## src/rtl/deposit_alloc_pkg.sv

```systemverilog
// Shared definitions for the parcel-locker deposit allocator: slot
// numbering, FSM states, pickup-code LFSR polynomial and a priority helper.
package deposit_alloc_pkg;

    localparam int          NSLOT     = 8;
    localparam logic [3:0]  SLOT_NONE = 4'd8;

    localparam int          LFSR_W    = 12;
    // x^12 + x^6 + x^4 + x + 1 : feedback taps on bits 11, 5, 3, 0
    localparam logic [LFSR_W-1:0] LFSR_TAPS = 12'h829;

    typedef enum logic [1:0] {
        ST_IDLE,
        ST_SEARCH,
        ST_OPEN,
        ST_COMMIT
    } state_t;

    // Lowest-numbered free locker, SLOT_NONE when every locker is occupied.
    function automatic logic [3:0] first_free(input logic [NSLOT-1:0] full);
        logic [3:0] k_sel;
        k_sel = SLOT_NONE;
        for (int k = NSLOT - 1; k >= 0; k--) begin
            if (!full[k]) k_sel = 4'(k);
        end
        return k_sel;
    endfunction

endpackage

```

## src/rtl/pickup_code_lfsr.sv

```systemverilog
// Free-running 12-bit Fibonacci LFSR that supplies pickup codes. Feedback
// always includes the top bit, so the state map is invertible and a
// non-zero seed can never reach the all-zero lockup state.
module pickup_code_lfsr
    import deposit_alloc_pkg::*;
#(
    parameter logic [LFSR_W-1:0] SEED = 12'hACE
) (
    input  logic              clk_2,
    input  logic              rst,
    output logic [LFSR_W-1:0] value
);

    logic [LFSR_W-1:0] lfsr_q;

    // Advance one step per clock; reload the seed on reset.
    // NOTE: sequential state uses non-blocking assignments so every register
    // samples pre-edge values regardless of process ordering.
    always_ff @(posedge clk_2) begin
        if (rst) lfsr_q <= SEED;
        else     lfsr_q <= {lfsr_q[LFSR_W-2:0], ^(lfsr_q & LFSR_TAPS)};
    end

    assign value = lfsr_q;

endmodule

```

## src/rtl/deposit_alloc.sv

```systemverilog
// Deposit allocator: finds a free locker, blinks its door, commits a pickup
// code on door close, and answers registered pickup-code lookups.
module deposit_alloc
    import deposit_alloc_pkg::*;
#(
    parameter int                TIMEOUT = 20,
    parameter logic [LFSR_W-1:0] SEED    = 12'hACE
) (
    input  logic              clk_2,
    input  logic              rst,
    input  logic              dep_req,
    input  logic [NSLOT-1:0]  full_in,
    input  logic              door_closed,
    input  logic              cancel,
    input  logic              chk_valid,
    input  logic [LFSR_W-1:0] chk_code,
    output logic [3:0]        slot,
    output logic              busy,
    output logic [NSLOT-1:0]  door_led,
    output logic [NSLOT-1:0]  set_full,
    output logic [LFSR_W-1:0] code,
    output logic              done,
    output logic              no_space,
    output logic              timeout,
    output logic              chk_hit,
    output logic [3:0]        chk_slot
);

    localparam int            TW     = $clog2(TIMEOUT + 1);
    localparam logic [TW-1:0] T_LAST = TW'(TIMEOUT - 1);

    state_t            state_q, state_next;
    logic [3:0]        slot_q;
    logic [TW-1:0]     timer_q;
    logic              blink_q;
    logic [LFSR_W-1:0] code_q;
    logic [LFSR_W-1:0] lfsr_val;
    logic [LFSR_W-1:0] table_q [NSLOT];
    logic              chk_hit_q, hit_d;
    logic [3:0]        chk_slot_q, hit_slot_d;
    logic              open_expire;

    pickup_code_lfsr #(.SEED(SEED)) u_lfsr (
        .clk_2 (clk_2),
        .rst   (rst),
        .value (lfsr_val)
    );

    assign open_expire = (timer_q == T_LAST);

    // State register.
    always_ff @(posedge clk_2) begin
        if (rst) state_q <= ST_IDLE;
        else     state_q <= state_next;
    end

    // Next-state logic; in OPEN, cancel beats door_closed beats the timer.
    // NOTE: every signal assigned in always_comb gets a default first so no
    // path leaves it unassigned and no latch is inferred.
    always_comb begin
        state_next = state_q;
        unique case (state_q)
            ST_IDLE:   if (dep_req) state_next = ST_SEARCH;
            ST_SEARCH: state_next = (&full_in) ? ST_IDLE : ST_OPEN;
            ST_OPEN: begin
                if (cancel)           state_next = ST_IDLE;
                else if (door_closed) state_next = ST_COMMIT;
                else if (open_expire) state_next = ST_IDLE;
            end
            ST_COMMIT: state_next = ST_IDLE;
            default:   state_next = ST_IDLE;
        endcase
    end

    // Deposit datapath: slot latch, door timer, blink phase, code table.
    // slot_q stays valid through COMMIT so set_full/table can use it; the
    // visible slot output is masked outside OPEN. full_in is not re-examined
    // once a locker is held.
    // NOTE: the code table is reset explicitly because a zeroed table after
    // reset is part of the block's defined behaviour; this keeps it in flops.
    always_ff @(posedge clk_2) begin
        if (rst) begin
            slot_q  <= SLOT_NONE;
            timer_q <= '0;
            blink_q <= 1'b0;
            code_q  <= '0;
            for (int k = 0; k < NSLOT; k++) table_q[k] <= '0;
        end else begin
            unique case (state_q)
                ST_SEARCH: begin
                    slot_q  <= first_free(full_in);
                    timer_q <= '0;
                    blink_q <= !(&full_in);
                end
                ST_OPEN: begin
                    timer_q <= timer_q + 1'b1;
                    blink_q <= (state_next == ST_OPEN) ? !blink_q : 1'b0;
                    if (state_next == ST_IDLE) slot_q <= SLOT_NONE;
                end
                ST_COMMIT: begin
                    code_q                <= lfsr_val;
                    table_q[slot_q[2:0]]  <= lfsr_val;
                    slot_q                <= SLOT_NONE;
                end
                default: ;
            endcase
        end
    end

    // Lookup match against occupied lockers; lowest matching index wins.
    always_comb begin
        hit_d      = 1'b0;
        hit_slot_d = SLOT_NONE;
        for (int k = NSLOT - 1; k >= 0; k--) begin
            if (full_in[k] && (table_q[k] == chk_code)) begin
                hit_d      = 1'b1;
                hit_slot_d = 4'(k);
            end
        end
    end

    // Registered lookup result; reads the table before a same-cycle commit.
    always_ff @(posedge clk_2) begin
        if (rst) begin
            chk_hit_q  <= 1'b0;
            chk_slot_q <= SLOT_NONE;
        end else begin
            chk_hit_q  <= chk_valid && hit_d;
            chk_slot_q <= (chk_valid && hit_d) ? hit_slot_d : SLOT_NONE;
        end
    end

    // Outputs decoded from state and registers, forced to idle values in reset.
    always_comb begin
        slot     = SLOT_NONE;
        busy     = 1'b0;
        door_led = '0;
        set_full = '0;
        code     = '0;
        done     = 1'b0;
        no_space = 1'b0;
        timeout  = 1'b0;
        chk_hit  = 1'b0;
        chk_slot = SLOT_NONE;
        if (!rst) begin
            busy     = (state_q != ST_IDLE);
            code     = code_q;
            chk_hit  = chk_hit_q;
            chk_slot = chk_slot_q;
            unique case (state_q)
                ST_SEARCH: no_space = &full_in;
                ST_OPEN: begin
                    slot     = slot_q;
                    door_led = blink_q ? (NSLOT'(1) << slot_q[2:0]) : '0;
                    timeout  = open_expire && !cancel && !door_closed;
                end
                ST_COMMIT: begin
                    set_full = NSLOT'(1) << slot_q[2:0];
                    done     = 1'b1;
                end
                default: ;
            endcase
        end
    end

endmodule

```

## config.mk

```make
export PLATFORM = sky130hd
export DESIGN_NAME = deposit_alloc
export DESIGN_NICKNAME = d
export VERILOG_FILES = /design/src/rtl/deposit_alloc_pkg.sv /design/src/rtl/pickup_code_lfsr.sv /design/src/rtl/deposit_alloc.sv
export SDC_FILE = /design/constraint.sdc
export NUM_CORES = 1
export LEC_CHECK = 0
export CAP_MARGIN = 20
export CORE_UTILIZATION = 34
export CTS_CLUSTER_DIAMETER = 80
export DETAILED_ROUTE_END_ITERATION = 10
export GPL_TIMING_DRIVEN = 0
export SYNTH_ARGS = -nofsm -noshare
export SYNTH_HDL_FRONTEND = slang
export SYNTH_SLANG_ARGS = --single-unit
export TNS_END_PERCENT = 1
```

## constraint.sdc

```tcl
create_clock -name clk_2 -period 2.35 [get_ports clk_2]
set_clock_uncertainty 0.2 [all_clocks]
set_input_delay 0.47 -clock clk_2 [delete_from_list [all_inputs] [get_ports clk_2]]
set_output_delay 0.47 -clock clk_2 [all_outputs]
set_load 0.05 [all_outputs]
```

==> flow_summary_export.csv <==
group,metric,value,unit
worst_setup_path,path_cells,"ha_4 > nand2b_4 > inv_4 > nand2_1 > nor2_4 > buf_8 > buf_8",
place,gp_congestion,0.810,
worst_setup_path,crit_path_start_kind,"flip-flop",
routing,wl_per_cell,19.1,um
clocking,cts_max_level,4,
worst_setup_path,worst-path-buf-inv,3,
finish,num_antenna_cells,0,
floorplan,die-height,143,um
floorplan,ioPinCount,67,
clocking,cts.clk_slew.worst_paths,0.05,ns
floorplan,initial_core_util,0.347,
global_routing,grt_overflow_total,0,
clocking,clock_sinks,137,
routing,via_count,4522,
clocking,cts_buffer_depth,2,
logic_synthesis,synth_top_area_frac,0.429,
floorplan,dieArea,20300,um^2
worst_setup_path,critPathArrivalTime,1.77,ns
worst_setup_path,cp.depth,7,
logic_synthesis,synth.distinct_cells,44,
routing,dr.first_iter.drc_count,333,
logic_synthesis,synth_edf_count,96,
finish,drive_gt1_frac,0.228,
timing,worst_slack,-0.0916,ns
worst_setup_path,path_class,"flip-flop to primary output",
worst_setup_path,reg2regPathDepth,9,
worst_setup_path,setup.worst_path.end_class,"primary output",
finish,area_delta_synth_final,26.0,%
finish,finalNetCount,699,
min_path,hp-class,"flip-flop to flip-flop",
timing,slew_headroom,0.458,
timing,rsz0062_at_grt,"yes",
logic_synthesis,yosys_warnings,0,
timing,clock.fmax,410,MHz
flow_run,drv_cap,0,
power_and_ir_drop,total_power,5.70,mW
logic_synthesis,yosysMostFrequentCell,"and2_1",
global_routing,grt_pass1_wl,27000,um
worst_setup_path,slowest_stage,"dfxtp_4",
min_path,worstHoldPathCells,2,
power_and_ir_drop,power_density,672,nW/um^2
clocking,cts_root_buf,"clkbuf_16",
clocking,worstSkewPairLatency,0.42,ns
global_routing,grt_antenna_before_repair,0,
logic_synthesis,synth_top_area_cell,"edfxtp_1",
logic_synthesis,ys_ff_latch,137,
clocking,ctsHoldBuffers,0,
logic_synthesis,netlist_instances,590,
place,dp_hpwl,11900,um
routing,drc,0,
timing,min_period,2.44,ns
floorplan,die_w,143,um
global_routing,grt_pass1_vias,4429,
timing,hold_viol_final,0,
logic_synthesis,syn_area_per_cell,11.4,um^2
clocking,numCtsBuffers,17,
routing,viasPerCell,4.79,
floorplan,fp-row-count,51,
timing,post-route-period-util,1.04,
worst_setup_path,crit_top_cell,"buf_8",
worst_setup_path,required,1.68,ns
outcome,violations,"negative setup slack",
clocking,cts_tree,"built",
logic_synthesis,synth_fp_nets,622,
place,placed_area,7620,um^2
routing,wl,18100,um
power_and_ir_drop,p_leak,3.17,nW
logic_synthesis,yosysSeqAreaShare,0.551,
timing,setup_viol,12,
global_routing,grt_start_max_net_pins,17,
global_routing,grt_usage,0.190,
logic_synthesis,yosys-top-cells-area,"edfxtp_1 43%, dfxtp_1 12%, xnor2_1 9.9%, and2_1 9.3%, xor2_1 3.4%",
logic_synthesis,synth_area,6720,um^2
finish,design_area,8470,um^2
routing,dr.pass1.iters,4,
floorplan,core_area,19400,um^2
worst_setup_path,slowest_delay,0.40,ns
logic_synthesis,ys_async_sr_fraction,0,
timing,tightest_slew,0.813,ns
worst_setup_path,cp_top_family,"flip-flops",
timing,slew_violations,0,
routing,ant_nets,0,
logic_synthesis,synth_ff_type,"edfxtp_1",
place,portBuffers,53,
outcome,outcome,"complete, but fails checks",
worst_setup_path,path_max_fanout,10,
finish,num-fill-cells,1827,
power_and_ir_drop,peakVddDrop,0.463,mV
logic_synthesis,yosys-top-cells-count,"100 x and2_1, 96 x edfxtp_1, 76 x xnor2_1, 41 x dfxtp_1, 36 x nor2_1",
## logic make-up after synthesis
logic type | after synthesis | synth area share
simple gates | 265 | 0.226
flops | 137 | 0.551
xor+xnor | 103 | 0.135
buf+inv | 45 | 0.0346
compound gates | 22 | 0.0242
mux | 12 | 0.0179
fa+ha+maj | 6 | 0.0112
## state kept, by name, indices dropped and copies added (netlist names)
name          flops
slot_q            4
table_q          96
code_q           12
u_lfsr.value     12
chk_slot_q        4
chk_hit_q         1
timer_q           5
blink_q           1
state_q           2
## report_power, final
part	internal, mW	total (mW)	switching (mW)	leakage, nW
clock network	1.49	2.41	0.926	0.259
registers	2.67	2.77	0.102	1.33
logic	0.207	0.513	0.306	1.58
## path summary, 6_finish.rpt
kind | startpoint | end | slack, ns
worst max-delay path | state_q[1] | set_full[3] | -0.09
worst min-delay path | code_q[8] | code_q[8] | 0.28
worst max register to register | state_q[1] | blink_q | 0.12
worst min register to register | code_q[8] | code_q[8] | 0.28
## worst register-to-register path, stage by stage, from the launching register on
cell and delay [ns]:
dfxtp_4 0.40, inv_1 0.09, ha_1 0.25, or3b_4 0.41, nor2_2 0.14, a221oi_2 0.07, nand2b_1 0.16, o21ai_1 0.12
o21ai_1 0.09, a211oi_2 0.23
## layer usage
layer | global-route usage | wire length, um
met1 | 0.258 | 8420
met2 | 0.299 | 8310
met3 | 0.0402 | 1050
met4 | 0.0634 | 296
met5 | 0 | 0
## metrics by stage
stage	setup TNS, ns	hold WS (ns)	cells	util	worst slack [ns]
floorplan	-7.55	0.242	590	-	-0.313
global placement	-36.69	0.270	908	0.393	-1.14
detailed placement	-40.06	0.276	908	0.393	-1.16
CTS	-1.47	0.289	942	0.434	-0.191
global route	-2.15	0.316	945	0.437	-0.165
finish	-0.609	0.283	945	0.437	-0.0916
## cell usage in the layout, fill, tap and decap left out, drive strengths merged, types with 16 or more instances in the layout
| master | Yosys | layout |
|---|---|---|
| or2 | 16 | 16 |
| xor2 | 26 | 26 |
| xnor2 | 77 | 77 |
| dfxtp | 41 | 41 |
| and2 | 100 | 100 |
| edfxtp | 96 | 96 |
| buf | 13 | 48 |
| nand2 | 19 | 19 |
| clkbuf | 24 | 58 |
| nor2b | 22 | 22 |
| nor2 | 37 | 37 |
## timing repair
action,CTS,global route
gates resized for setup,241,59
pin swaps,10,7
endpoints found under the hold margin,0,0
buffers inserted,4,3
endpoints found under the setup margin,168,39
## cell type report
class                   count  area [um^2]  area share
clock inverters             2         12.5     0.00148
repair buffers             60          571      0.0674
multi-input cells         408         2990       0.353
plain buffers              35          292      0.0344
clock buffers              30          524      0.0619
flip-flops and latches    137         3710       0.439
inverters                   8         37.5     0.00443
well taps                 265          332      0.0391
(Power assumes the default switching activity.)
